==> src/rtl/axi_16bit_splitter_pkg.sv <==
// rtl/axi_16bit_splitter_pkg.sv - shared widths and lane state type for the 16-to-8 splitter
package axi_16bit_splitter_pkg;
  localparam int BYTE_W      = 8;
  localparam int WORD_W      = 16;
  localparam int COUNT_W_DEF = 16;

  typedef enum logic {
    EMPTY = 1'b0,
    FULL  = 1'b1
  } lane_state_t;
endpackage

==> src/rtl/axi_16bit_splitter_if.sv <==
// rtl/axi_16bit_splitter_if.sv - 16-bit input stream plus two 8-bit output lanes
interface axi_16bit_splitter_if;
  import axi_16bit_splitter_pkg::*;

  logic [WORD_W-1:0] s_axis_data;
  logic              s_axis_valid;
  logic              s_axis_ready;
  logic [BYTE_W-1:0] m_axis_data1;
  logic              m_axis_valid1;
  logic              m_axis_ready1;
  logic [BYTE_W-1:0] m_axis_data2;
  logic              m_axis_valid2;
  logic              m_axis_ready2;

  // slave: the splitter's view; master: producer and both consumers
  modport slave (
    input  s_axis_data, s_axis_valid, m_axis_ready1, m_axis_ready2,
    output s_axis_ready, m_axis_data1, m_axis_valid1, m_axis_data2, m_axis_valid2
  );

  modport master (
    output s_axis_data, s_axis_valid, m_axis_ready1, m_axis_ready2,
    input  s_axis_ready, m_axis_data1, m_axis_valid1, m_axis_data2, m_axis_valid2
  );
endinterface

==> src/rtl/axi_8bit_reg_slice.sv <==
// rtl/axi_8bit_reg_slice.sv - single-lane byte holding register with load/drain handshake
module axi_8bit_reg_slice
  import axi_16bit_splitter_pkg::*;
(
  input  logic              clk,
  input  logic              rst_n,
  input  logic              load,
  input  logic [BYTE_W-1:0] load_data,
  input  logic              ready,
  output logic              valid,
  output logic [BYTE_W-1:0] data,
  output logic              free
);
  lane_state_t state_q, state_d;

  always_ff @(posedge clk or negedge rst_n) begin
    if (!rst_n) begin
      state_q <= EMPTY;
    end else begin
      state_q <= state_d;
    end
  end

  // load is only issued while free, so load-and-drain keeps the lane FULL
  always_comb begin
    state_d = state_q;
    case (state_q)
      EMPTY:   if (load) state_d = FULL;
      FULL:    if (ready && !load) state_d = EMPTY;
      default: state_d = EMPTY;
    endcase
  end

  always_ff @(posedge clk or negedge rst_n) begin
    if (!rst_n) begin
      data <= '0;
    end else if (load) begin
      data <= load_data;
    end
  end

  assign valid = (state_q == FULL);
  assign free  = (state_q == EMPTY) || ready;
endmodule

==> src/rtl/axi_16bit_splitter.sv <==
// rtl/axi_16bit_splitter.sv - splits each 16-bit stream word into two independent 8-bit lanes
module axi_16bit_splitter
  import axi_16bit_splitter_pkg::*;
#(
  parameter bit SWAP    = 1'b0,
  parameter int COUNT_W = COUNT_W_DEF
) (
  input  logic               clk,
  input  logic               aresetn,
  axi_16bit_splitter_if.slave bus,
  output logic [COUNT_W-1:0] word_count
);
  logic              free1, free2;
  logic              accept;
  logic [BYTE_W-1:0] byte_lo, byte_hi;
  logic [BYTE_W-1:0] lane1_byte, lane2_byte;

  // a word goes in only when both lanes can take their byte on this edge
  assign bus.s_axis_ready = aresetn && free1 && free2;
  assign accept           = bus.s_axis_valid && bus.s_axis_ready;

  assign byte_lo    = bus.s_axis_data[BYTE_W-1:0];
  assign byte_hi    = bus.s_axis_data[WORD_W-1:BYTE_W];
  assign lane1_byte = SWAP ? byte_hi : byte_lo;
  assign lane2_byte = SWAP ? byte_lo : byte_hi;

  axi_8bit_reg_slice u_lane1 (
    .clk       (clk),
    .rst_n     (aresetn),
    .load      (accept),
    .load_data (lane1_byte),
    .ready     (bus.m_axis_ready1),
    .valid     (bus.m_axis_valid1),
    .data      (bus.m_axis_data1),
    .free      (free1)
  );

  axi_8bit_reg_slice u_lane2 (
    .clk       (clk),
    .rst_n     (aresetn),
    .load      (accept),
    .load_data (lane2_byte),
    .ready     (bus.m_axis_ready2),
    .valid     (bus.m_axis_valid2),
    .data      (bus.m_axis_data2),
    .free      (free2)
  );

  always_ff @(posedge clk or negedge aresetn) begin
    if (!aresetn) begin
      word_count <= '0;
    end else if (accept) begin
      word_count <= word_count + COUNT_W'(1);
    end
  end
endmodule

==> src/flat_wrapper.sv <==
// flat-port wrapper written by rule: the top's interface ports become plain ports
module axi_16bit_splitter_flat import axi_16bit_splitter_pkg::*;
#(
  parameter bit SWAP    = 1'b0,
  parameter int COUNT_W = COUNT_W_DEF
)
  (clk, aresetn, word_count, bus_s_axis_data, bus_s_axis_valid, bus_m_axis_ready1, bus_m_axis_ready2, bus_s_axis_ready, bus_m_axis_data1, bus_m_axis_valid1, bus_m_axis_data2, bus_m_axis_valid2);
  axi_16bit_splitter_if bus_i ();
  input  logic clk;
  input  logic aresetn;
  output logic [COUNT_W-1:0] word_count;
  input wire logic [$bits(bus_i.s_axis_data)-1:0] bus_s_axis_data;
  input wire logic [$bits(bus_i.s_axis_valid)-1:0] bus_s_axis_valid;
  input wire logic [$bits(bus_i.m_axis_ready1)-1:0] bus_m_axis_ready1;
  input wire logic [$bits(bus_i.m_axis_ready2)-1:0] bus_m_axis_ready2;
  output wire logic [$bits(bus_i.s_axis_ready)-1:0] bus_s_axis_ready;
  output wire logic [$bits(bus_i.m_axis_data1)-1:0] bus_m_axis_data1;
  output wire logic [$bits(bus_i.m_axis_valid1)-1:0] bus_m_axis_valid1;
  output wire logic [$bits(bus_i.m_axis_data2)-1:0] bus_m_axis_data2;
  output wire logic [$bits(bus_i.m_axis_valid2)-1:0] bus_m_axis_valid2;
  assign bus_i.s_axis_data = bus_s_axis_data;
  assign bus_i.s_axis_valid = bus_s_axis_valid;
  assign bus_i.m_axis_ready1 = bus_m_axis_ready1;
  assign bus_i.m_axis_ready2 = bus_m_axis_ready2;
  assign bus_s_axis_ready = bus_i.s_axis_ready;
  assign bus_m_axis_data1 = bus_i.m_axis_data1;
  assign bus_m_axis_valid1 = bus_i.m_axis_valid1;
  assign bus_m_axis_data2 = bus_i.m_axis_data2;
  assign bus_m_axis_valid2 = bus_i.m_axis_valid2;
  axi_16bit_splitter #(.SWAP(SWAP), .COUNT_W(COUNT_W)) u_core (.clk(clk), .aresetn(aresetn), .bus(bus_i), .word_count(word_count));
endmodule
==> config.mk <==
export PLATFORM = sky130hd
export DESIGN_NAME = axi_16bit_splitter_flat
export DESIGN_NICKNAME = d
export VERILOG_FILES = /design/src/rtl/axi_16bit_splitter_pkg.sv /design/src/rtl/axi_16bit_splitter_if.sv /design/src/rtl/axi_8bit_reg_slice.sv /design/src/rtl/axi_16bit_splitter.sv /design/src/flat_wrapper.sv
export SDC_FILE = /design/constraint.sdc
export NUM_CORES = 1
export LEC_CHECK = 0
export ABC_AREA = 1
export ABC_CLOCK_PERIOD_IN_PS = 3500
export BUFFER_PORTS_ARGS = -buffer_cell sky130_fd_sc_hd__buf_2
export CAP_MARGIN = 30
export CORE_ASPECT_RATIO = 1.2
export CORE_MARGIN = 4
export CORE_UTILIZATION = 45
export DETAILED_ROUTE_END_ITERATION = 10
export GPL_TIMING_DRIVEN = 1
export PLACE_DENSITY_LB_ADDON = 0.3
export SLEW_MARGIN = 20
export SYNTH_ARGS = -nofsm -noshare
export SYNTH_HDL_FRONTEND = slang
export SYNTH_SLANG_ARGS = --single-unit
==> constraint.sdc <==
create_clock -name clk -period 3.5 [get_ports clk]
set_input_delay 0.35 -clock clk [delete_from_list [all_inputs] [get_ports clk]]
set_output_delay 0.35 -clock clk [all_outputs]
set_load 0.05 [all_outputs]
# Word-level counts from Yosys, hierarchy flattened
# Index checks and enable logic that the tools add are counted.
[totals] register_bits=34 word_cells=21
[op_classes] n_addsub=1 muxes=5 n_bitwise=2 reduce_logical=8
[ops] operator="16-bit by 1-bit adder with 16-bit output, second input constant" n=1
[ops] operator="1-bit logical AND" n=5
[ops] operator="1-bit case mux with 2 select lines" n=2
[ops] operator="1-bit 2-to-1 mux" n=3
[ops] operator="1-bit logical OR" n=2
[ops] operator="1-bit inverter" n=2
[ops] operator="1-bit zero test" n=1

# Logic depth before layout (Yosys ltp)
# Gate-level depths: netlist of run 1.
[logic_depth] depth_word=9 mapped_depth=8 ltp_nobuf=8

# Hierarchy
# From an unflattened synthesis of run 1, not the netlist that was laid out.
[hier_totals] hier_cells=198 hier_area_um2=1614.0
[by_module_without_submodules] module="axi_16bit_splitter" instances=1 cells_per_inst=122 area_per_inst_um2=930.9
[by_module_without_submodules] module="axi_8bit_reg_slice" instances=2 cells_per_inst=38 area_per_inst_um2=341.6

# Worst setup path before layout of run 1
# OpenSTA, ideal clock, no wires.
[synth_path] path_kind="reg2reg" start="reg u_core.u_lane2.state_q (netlist: u_core.u_lane2.valid)" end="reg u_core.word_count[9]" setup_time_ns=0.123 arrival_time_ns=1.785 setup_slack_ns=1.592 path_stages_with_launch=8 path_buffers=1 cell_sequence="dfrtp_1 -> nand2_1 -> nand2_2 -> nor2_2 -> nand2_2 -> buf_6 -> o21ai_1 -> nand2_1"
[synth_between] elab_chain_cells=4
[synth_rtl] item="start, declared" line_no="axi_8bit_reg_slice.sv:14" rtl="lane_state_t state_q, state_d;"
[synth_rtl] item="start signal, assigned" line_no="axi_8bit_reg_slice.sv:20" rtl="state_q <= state_d;"
[synth_rtl] item="1-bit inverter" line_no="axi_8bit_reg_slice.sv:43" rtl="assign free = (state_q == EMPTY) || ready;"
[synth_rtl] item="1-bit logical OR" line_no="axi_8bit_reg_slice.sv:43"
[synth_rtl] item="1-bit logical AND" line_no="axi_16bit_splitter.sv:19" rtl="assign bus.s_axis_ready = aresetn && free1 && free2;"
[synth_rtl] item="net bus_s_axis_ready" line_no="flat_wrapper.sv:16" rtl="output wire logic [$bits(bus_i.s_axis_ready)-1:0] bus_s_axis_ready;"
[synth_rtl] item="1-bit logical AND" line_no="axi_16bit_splitter.sv:20" rtl="assign accept = bus.s_axis_valid && bus.s_axis_ready;"
[synth_rtl] item="end signal, assigned" line_no="axi_16bit_splitter.sv:53" rtl="word_count <= word_count + COUNT_W'(1);"
[synth_rtl] item="end, declared" line_no="axi_16bit_splitter.sv:11" rtl="output logic [COUNT_W-1:0] word_count"
# The timed path passes the listed nets, and every way through them passes these cells.
# A chain may end at the register's enable or synchronous reset.

# Final worst setup path of run 1
[layout_path] start="reg u_core.u_lane2.state_q (netlist: u_core.u_lane2.valid)" end="reg u_core.word_count[12]"
[layout_between] elab_chain_cells=4
[layout_rtl] item="1-bit inverter" line_no="axi_8bit_reg_slice.sv:43"
[layout_rtl] item="1-bit logical OR" line_no="axi_8bit_reg_slice.sv:43"
[layout_rtl] item="1-bit logical AND" line_no="axi_16bit_splitter.sv:19"
[layout_rtl] item="1-bit logical AND" line_no="axi_16bit_splitter.sv:20"
# Every way passes these cells.

==> results of run 1 <==
worst reg2reg max path, stage by stage, from the launching register on:
cell and delay, ns:
dfrtp_1 0.38, nand2_1 0.10, nand2_2 0.08, nor2_2 0.11
nand2_2 0.38, nor2_1 0.34, nand3_1 0.12, nand2_1 0.07
power breakdown:
group	switching, W	leakage, nW	internal (W)
Combinational	0.000361	0.622	0.000110
Clock	0.000138	0.0438	0.000133
Sequential	0.0000627	0.441	0.000462
Total	0.000561	1.11	0.000705
area by class of cell:
cell class	count	share of cell area
clock inverters	2	0.00497
multi-input cells	149	0.336
well taps	37	0.0230
inverters	17	0.0317
flip-flops and latches	34	0.423
clock buffers	5	0.0342
repair buffers	57	0.148
per-stage QoR:
step	util	setup WS, ns
6_report	0.588	1.85
5_1_grt	0.588	1.65
4_1_cts	0.583	1.75
3_5_place_dp	0.560	1.69
3_3_place_gp	0.560	1.77
2_1_floorplan	-	1.59
sequential cells by signal, indices dropped and copies added (netlist names):
| signal | cells |
|---|---|
| u_core.u_lane1.data | 8 |
| u_core.u_lane2.valid | 1 |
| u_core.word_count | 16 |
| u_core.u_lane2.data | 8 |
| u_core.u_lane1.valid | 1 |
Yosys cell counts:
cell     count  area share
o21ai_0      2      0.0062
dfrtp_1     34        0.52
o21ai_1      3      0.0092
nand2_1    100        0.23
buf_6        1      0.0069
inv_2        1      0.0023
ha_1         1      0.0077
xnor2_1      5       0.027
nand4_1      3       0.012
nor3_4       1       0.010
nor2_4       2       0.014
nor2_1      11       0.025
nor3_1       4       0.012
nor2_2       2      0.0077
inv_1       16       0.037
a21oi_1      2      0.0062
buf_4        2      0.0092
buf_2        2      0.0062
nand3_1      9       0.028
nand3_2      2       0.012
nand2_2      2      0.0077
metal layers:
metal  share of wire  up-vias
li1                -      750
met1            0.45      652
met2            0.47       46
met3           0.066        5
met4           0.014        0
met5               0        -
cells by family after synthesis:
group | Yosys count | synth area share
compound gates | 7 | 0.0215
xor+xnor | 5 | 0.0269
fa+ha+maj | 1 | 0.00769
buf+inv | 22 | 0.0615
flops | 34 | 0.523
simple gates | 136 | 0.359
path summary, 6_finish.rpt:
kind	slack, ns	to	depth (start not counted)
max	1.85	u_core.word_count[12]$_DFFE_PN0P_	7
min	0.13	u_core.word_count[0]$_DFFE_PN0P_	2
max reg2reg	1.85	u_core.word_count[12]$_DFFE_PN0P_	7
min reg2reg	0.47	u_core.u_lane1.data[2]$_DFFE_PN0P_	2
max in group asynchronous	3.07	u_core.word_count[13]$_DFFE_PN0P_	2
min in group clk	0.25	u_core.u_lane1.data[2]$_DFFE_PN0P_	3
==> out/qor.csv, run 1 <==
metric;value;unit
status;completed;
cts_sinks;34;
core;0.00342;mm^2
final_cells;301;
syn_inst;205;
layout_min_cycle_time;1.65;ns
regArea;851;um^2
cp-end-kind;flip-flop;
dpl.cell_count;293;
required;3.73;ns
wl_per_cell;11.7;um
synth_seq_cells;34;
dpl.hpwl;2480;um
syn_area;0.00163;mm^2
synth_fp_nets;227;
crit_path_start;u_core.u_lane2.valid$_DFF_PN0_;
gp_congestion;0.747;
ctsHoldBuffers;0;
clk_pin_slew;0.07;ns
nets;286;
portBuffers;55;
vias;1453;
ys_types;21;
p_total;0.00127;W
grt_pass1_vias;1380;
rows;23;
area_growth;23.8;%
busiest_layer;met2;
slew_headroom;0.571;
die_w;62.9;um
io-pin-count;56;
dieHeight;73.9;um
arrival;1.88;ns
synth_seq_area_share;0.523;
grt_first_pass_wirelength;6000;um
met3_usage;0.0612;
worstSetupPathType;reg -> reg;
use_met1;0.202;
power_leakage;1.11;nW
totalWireLength;3520;um
cpLargestDelayFamily;simple AND/OR/NAND/NOR gates;
drc;0;
worstPathCellList;nand2_1, nand2_2, nor2_2, nand2_2, nor2_1, nand3_1, nand2_1;
via_per_inst;4.83;
initial_utilization;0.475;
crit_fanout;35;
finish.instance_area;0.00201;mm^2
diodes;0;
syn_avg_cell_area;7.93;um^2
use_met2;0.284;
path_buf_inv;0;
cts_root_buf;clkbuf_8;
grtUsageTotal;0.169;
cp_slowest_cell;dfrtp_1;
clockBufferDepth;2;
finalCritPeriodShare;0.472;
drt-initial-drc-count;82;
critPathLaunchType;flip-flop;
max_freq;0.605;GHz
maxSlewViolCount;0;
maxCapViolations;0;
hold_viol;0;
drive_gt1_frac;0.280;
postCtsSetupRepairBufs;0;
htreeDepth;2;
grt_overflow_total;0;
antenna_left;0;
power_density;629;mW/mm^2
clkLatencyLatePin;0.29;ns
cpPeakStageDelay;0.38;ns
rsz0062_at_grt;false;
reg2reg_from;u_core.u_lane2.valid$_DFF_PN0_;
grt_max_degree;36;
fillCellCount;305;
timing.hold.ws;0.127;ns
fin_skew;0.00296;ns
cts_buffers;5;
fin_tns_setup;0;ns
cts_resized;0;
multiInputGateArea;676;um^2
firstDrtPassIters;4;
setup_viol;0;
yosysWarnings;0;
ir_drop;0.348;mV
die-area;0.00464;mm^2
final_cell_mix;nand2_1 (100), buf_2 (55), dfrtp_1 (34);
hold_class;in -> async;
antenna_found_initial;0;
final_common_cell;nand2_1;
cts_tree;yes;
placed_area;0.00192;mm^2
worst-slew-pin-transition;0.641;ns
No activity file was read; power rests on OpenSTA's default activity.
==> run 2, diff against run 1 <==
Settings changed: ABC_CLOCK_PERIOD_IN_PS 3500 to 1300, CORE_UTILIZATION 45 to 44.
Clock period 3.5 ns to 1.3 ns, I/O delays scaled along.
==> run 2 against run 1 <==
The flow now finishes with violations (negative setup slack). Cell count grew 6.0%. Die area increased by 2.0%. Via count up 3.9%. Total power grew to 3.0 times the previous value. Clock skew hardly changed. Critical endpoint is now bus_s_axis_ready. Largest cell class unchanged. Highest routed layer unchanged.
==> out/qor.csv, run 2 (synthesis gave the netlist of run 1 again) <==
metric;value;unit
cp-end-kind;output port;
worstSetupPathType;reg -> out;
totalWireLength;3790;um
hold_viol;0;
reg_top3;u_core.word_count (16), u_core.u_lane1.data (8), u_core.u_lane2.data (8);
clkLatencyLatePin;0.28;ns
clockPowerShare;0.210;
arrival;1.18;ns
drc;0;
power_leakage;1.21;nW
timing.hold.ws;0.0380;ns
met3_length;231;um
vias;1510;
wl_per_cell;11.9;um
grt_pass1_vias;1519;
dieHeight;74.6;um
largest_register_ffs;16;
grt_max_degree;35;
cts_root_buf;clkbuf_8;
io-pin-count;56;
clk_pin_slew;0.06;ns
drt-initial-drc-count;65;
cp_slowest_cell;dfrtp_2;
cts_buffers;5;
firstDrtPassIters;4;
drive_gt1_frac;0.397;
swShare;0.427;
ir_drop;0.921;mV
power_density;1630;mW/mm^2
core;0.00345;mm^2
status;finished, violations left;
r2r_setup_slack;0.04;ns
wl_met2;1970;um
fillCellCount;316;
cts_tree;yes;
cpPeakStageDelay;0.42;ns
grt_first_pass_wirelength;6420;um
hold_class;in -> reg;
gp_congestion;0.777;
max_freq;0.762;GHz
regMostFlops;u_core.word_count;
die_w;63.5;um
cpMostUsedCell;nand2_4;
p_sw;0.00161;W
multiInputGateArea;774;um^2
finalCritPeriodShare;1.01;
nets;303;
dpl.cell_count;299;
critPathLaunchType;flip-flop;
p_comb_frac;0.406;
grt_overflow_total;0;
top_layer;met4;
violations;negative setup slack;
fin_tns_setup;-0.0118;ns
regArea;858;um^2
final_cells;319;
maxCapViolations;0;
cpLargestDelayFamily;flip-flops;
layout_min_cycle_time;1.31;ns
maxSlewViolCount;0;
portBuffers;55;
fin_skew;0.00343;ns
area_growth;41.7;%
clockBufferDepth;2;
required;1.17;ns
path_buf_inv;1;
crit_fanout;2;
setup_viol;1;
worst-slew-pin-transition;0.423;ns
initial_utilization;0.471;
sequentialPowerShare;0.384;
detailedPlace.worstSlack;-0.00850;ns
routedLengthMet1;1520;um
htreeDepth;2;
p_int;0.00215;W
via_per_inst;4.73;
cts_sinks;34;
diodes;0;
final_cell_mix;nand2_1 (93), buf_2 (54), dfrtp_1 (28);
antenna_left;0;
worstPathCellList;nand2_4, nand2_4, nor2_4, buf_8;
grtUsageTotal;0.173;
dpl.hpwl;2640;um
slew_headroom;0.718;
die-area;0.00474;mm^2
antenna_found_initial;0;
rsz0062_at_grt;true;
rows;23;
layout_setup_ws;-0.0118;ns
final_common_cell;nand2_1;
[run 2: changes by cell type in the layout (fill, tap and decap cells not counted), moves of 4 or more]
cell | previous run | this run
buf_4 | 1 | 12
buf_6 | 0 | 4
dfrtp_1 | 34 | 28
dfrtp_2 | 0 | 6
nand2_1 | 100 | 93
nand2_2 | 2 | 6
nor2_1 | 11 | 7
[run 2: final timing paths]
path	startpoint	to	cells past startpoint
max in group asynchronous	aresetn	u_core.u_lane1.valid$_DFF_PN0_	3
worst min-delay path	bus_s_axis_data[15]	u_core.u_lane2.data[7]$_DFFE_PN0P_	3
worst max-delay path	u_core.u_lane2.valid$_DFF_PN0_	bus_s_axis_ready	4
min in group asynchronous	aresetn	u_core.word_count[7]$_DFFE_PN0P_	3
worst min register to register	u_core.u_lane2.data[6]$_DFFE_PN0P_	u_core.u_lane2.data[6]$_DFFE_PN0P_	2
worst max register to register	u_core.word_count[1]$_DFFE_PN0P_	u_core.word_count[13]$_DFFE_PN0P_	9
[run 2: final cells by class]
| cell class | count | area share |
|---|---|---|
| clock buffers | 7 | 0.0375 |
| clock inverters | 1 | 0.00217 |
| inverters | 17 | 0.0277 |
| multi-input cells | 149 | 0.336 |
| flip-flops and latches | 34 | 0.372 |
| well taps | 37 | 0.0201 |
| repair buffers | 74 | 0.204 |
[run 2: power by group through the flow]
stage / Combinational [W] / Clock [W] / Sequential [W]
after CTS: 0.00138 / 0.000818 / 0.00140
after floorplan: 0.000318 / 0 / 0.00209
after global placement: 0.00135 / 0 / 0.00142
after global routing: 0.00163 / 0.000861 / 0.00148
after detailed placement: 0.00137 / 0 / 0.00141
final: 0.00153 / 0.000788 / 0.00144
[run 2: metal layers]
metal | vias up | GRT usage
met4 | 0 | 0.0719
li1 | 781 | -
met5 | - | 0
met3 | 6 | 0.0453
met1 | 677 | 0.190
met2 | 46 | 0.318
[run 2: tightest hold or removal path, delay by kind of cell]
family,cells,cell delay [ns]
AND/OR/NAND/NOR,2,0.08
buffers and inverters,1,0.07
[run 2: through the flow]
stage | power, W | cell area, um^2 | utilization
floorplan | 0.00240 | 1650 | -
global placement | 0.00277 | 2000 | 0.580
detailed placement | 0.00278 | 2000 | 0.580
CTS | 0.00360 | 2120 | 0.613
global route | 0.00397 | 2300 | 0.667
finish | 0.00376 | 2300 | 0.667
[run 2: repair_timing]
item,4_1_cts,5_1_grt
pin swaps,0,8
hold buffers,1,0
resized for setup,4,28
setup endpoints to repair,10,26
endpoints found under the hold margin,34,0
buffers inserted,0,11
==> run 3, diff against run 2 <==
Settings changed: ABC_CLOCK_PERIOD_IN_PS 1300 to 1360, CORE_UTILIZATION 44 to 45.
Clock period 1.3 ns to 1.36 ns, I/O delays scaled along.
==> run 3 against run 2 <==
The run now ends clean. Global-route usage is 0.76 points lower. Routed wire length is 6.3% lower. Core utilization is 2.5 points lower. Worst setup slack better by 0.035 ns. Total power is 7.1% lower. First-iteration DRC count is 6.2% higher. Combinational power is 12% lower. Critical endpoint unchanged. Largest power group is now registers.
==> out/qor.csv, run 3 (synthesis gave the netlist of run 1 again) <==
metric;value;unit
cts_sinks;34;
status;completed;
cts_tree;yes;
fin_util;0.642;
antenna_found_initial;0;
grt_first_pass_wirelength;6020;um
antenna_left;0;
ir_drop;0.999;mV
hold_class;in -> reg;
dieHeight;73.9;um
rsz0062_at_grt;true;
cp-end-kind;output port;
p_total;0.00349;W
layout_min_cycle_time;1.34;ns
final_common_cell;nand2_1;
finalCritPeriodShare;0.983;
power_density;1590;mW/mm^2
power_leakage;1.16;nW
regMostFlops;u_core.word_count;
reg2reg_from;u_core.u_lane2.valid$_DFF_PN0_;
wl_per_cell;11.5;um
maxSlewViolCount;0;
gp_congestion;0.829;
initial_utilization;0.475;
die_w;62.9;um
htreeDepth;2;
drc;0;
vias;1478;
area_growth;35.2;%
clkLatencyLatePin;0.28;ns
maxCapViolations;0;
clk_pin_slew;0.07;ns
reg_top3;u_core.word_count (16), u_core.u_lane1.data (8), u_core.u_lane2.data (8);
holdPathStages;3;
rr_endpoint;u_core.u_lane1.data[4]$_DFFE_PN0P_;
max_freq;0.748;GHz
required;1.22;ns
worst-slew-pin-transition;0.417;ns
fin_skew;0.00480;ns
slew_headroom;0.722;
setup_viol;0;
clockBufferDepth;2;
grt_max_degree;35;
diodes;0;
grtUsageTotal;0.165;
rows;23;
dpl.hpwl;2510;um
io-pin-count;56;
portBuffers;55;
hold_end;u_core.u_lane1.data[2]$_DFFE_PN0P_;
drive_gt1_frac;0.368;
die-area;0.00464;mm^2
largest_register_ffs;16;
arrival;1.20;ns
totalWireLength;3550;um
worstSetupPathType;reg -> out;
cts_root_buf;clkbuf_8;
via_per_inst;4.78;
r2r_setup_slack;0.05;ns
nets;293;
critPathLaunchType;flip-flop;
holdCritStartpoint;bus_s_axis_data[2];
grt_overflow_total;0;
cts_buffers;5;
core;0.00342;mm^2
drt-initial-drc-count;69;
firstDrtPassIters;4;
hold_viol;0;
r2r_cells;7;
final_cell_mix;nand2_1 (93), buf_2 (54), dfrtp_1 (28);
grt_pass1_vias;1402;
crit_fanout;2;
## run 3: how the worst max path moves through the flow
| stage | startpoint | endpoint | slack (ns) | cells after the start |
|---|---|---|---|---|
| 4_1_cts | u_core.word_count[1]$_DFFE_PN0P_ | u_core.word_count[12]$_DFFE_PN0P_ | 0.009 | 7 |
| 3_5_place_dp | u_core.word_count[1]$_DFFE_PN0P_ | u_core.word_count[12]$_DFFE_PN0P_ | 0.03 | 7 |
| 6_report | u_core.u_lane2.valid$_DFF_PN0_ | bus_s_axis_ready | 0.02 | 4 |
| 2_1_floorplan | u_core.u_lane2.valid$_DFF_PN0_ | u_core.word_count[9]$_DFFE_PN0P_ | -0.19 | 7 |
| 5_1_grt | u_core.u_lane2.valid$_DFF_PN0_ | bus_s_axis_ready | -0.03 | 4 |
| 3_3_place_gp | u_core.word_count[1]$_DFFE_PN0P_ | u_core.word_count[10]$_DFFE_PN0P_ | 0.04 | 7 |
## run 3: layout make-up
class	instances	area, um^2
clock buffer	7	86.3
timing repair buffer	64	380
sequential	34	858
clock inverter	1	5.00
fill	313	1220
multi-input combinational	149	759
tap	37	46.3
inverter	17	63.8
## run 3: repair_timing
item,in CTS,in global routing
pin swaps,0,5
endpoints found under the hold margin,34,0
gates resized for setup,1,20
setup buffers,0,3
hold buffers,1,0
setup endpoints to repair,1,20
## run 3: stage by stage
step                      area (um^2)  hold slack, ns  setup WS [ns]  TNS [ns]  std cells
after floorplan                  1650          -0.160         -0.195     -4.95        205
after detailed placement         2000           0.259         0.0282         0        297
after CTS                        2100          0.0387        0.00852         0        306
final                            2200          0.0457         0.0228         0        309
after global placement           2000           0.263         0.0411         0        297
after global routing             2200          0.0463        -0.0280    -0.217        309
## run 3: report_power, final
| group | leakage [nW] | total [W] | switching [W] | internal, W |
|---|---|---|---|---|
| combinational | 0.677 | 0.00135 | 0.000969 | 0.000380 |
| sequential | 0.434 | 0.00138 | 0.000176 | 0.00120 |
| clock | 0.0482 | 0.000766 | 0.000357 | 0.000408 |
| total | 1.16 | 0.00349 | 0.00150 | 0.00199 |
## run 3: metal layers
| layer | global-route usage | vias to the layer above | wire (um) |
|---|---|---|---|
| met5 | 0 | - | 0 |
| met4 | 0.0735 | 0 | 44 |
| met3 | 0.0474 | 5 | 184 |
| met2 | 0.281 | 38 | 1760 |
| met1 | 0.194 | 677 | 1560 |
| li1 | - | 758 | - |
## run 3: critical path: stages, from the launching register on
cell and delay, ns:
dfrtp_2 0.43, nand2_4 0.08, nand2_4 0.06, nor2_4 0.17
buf_8 0.18
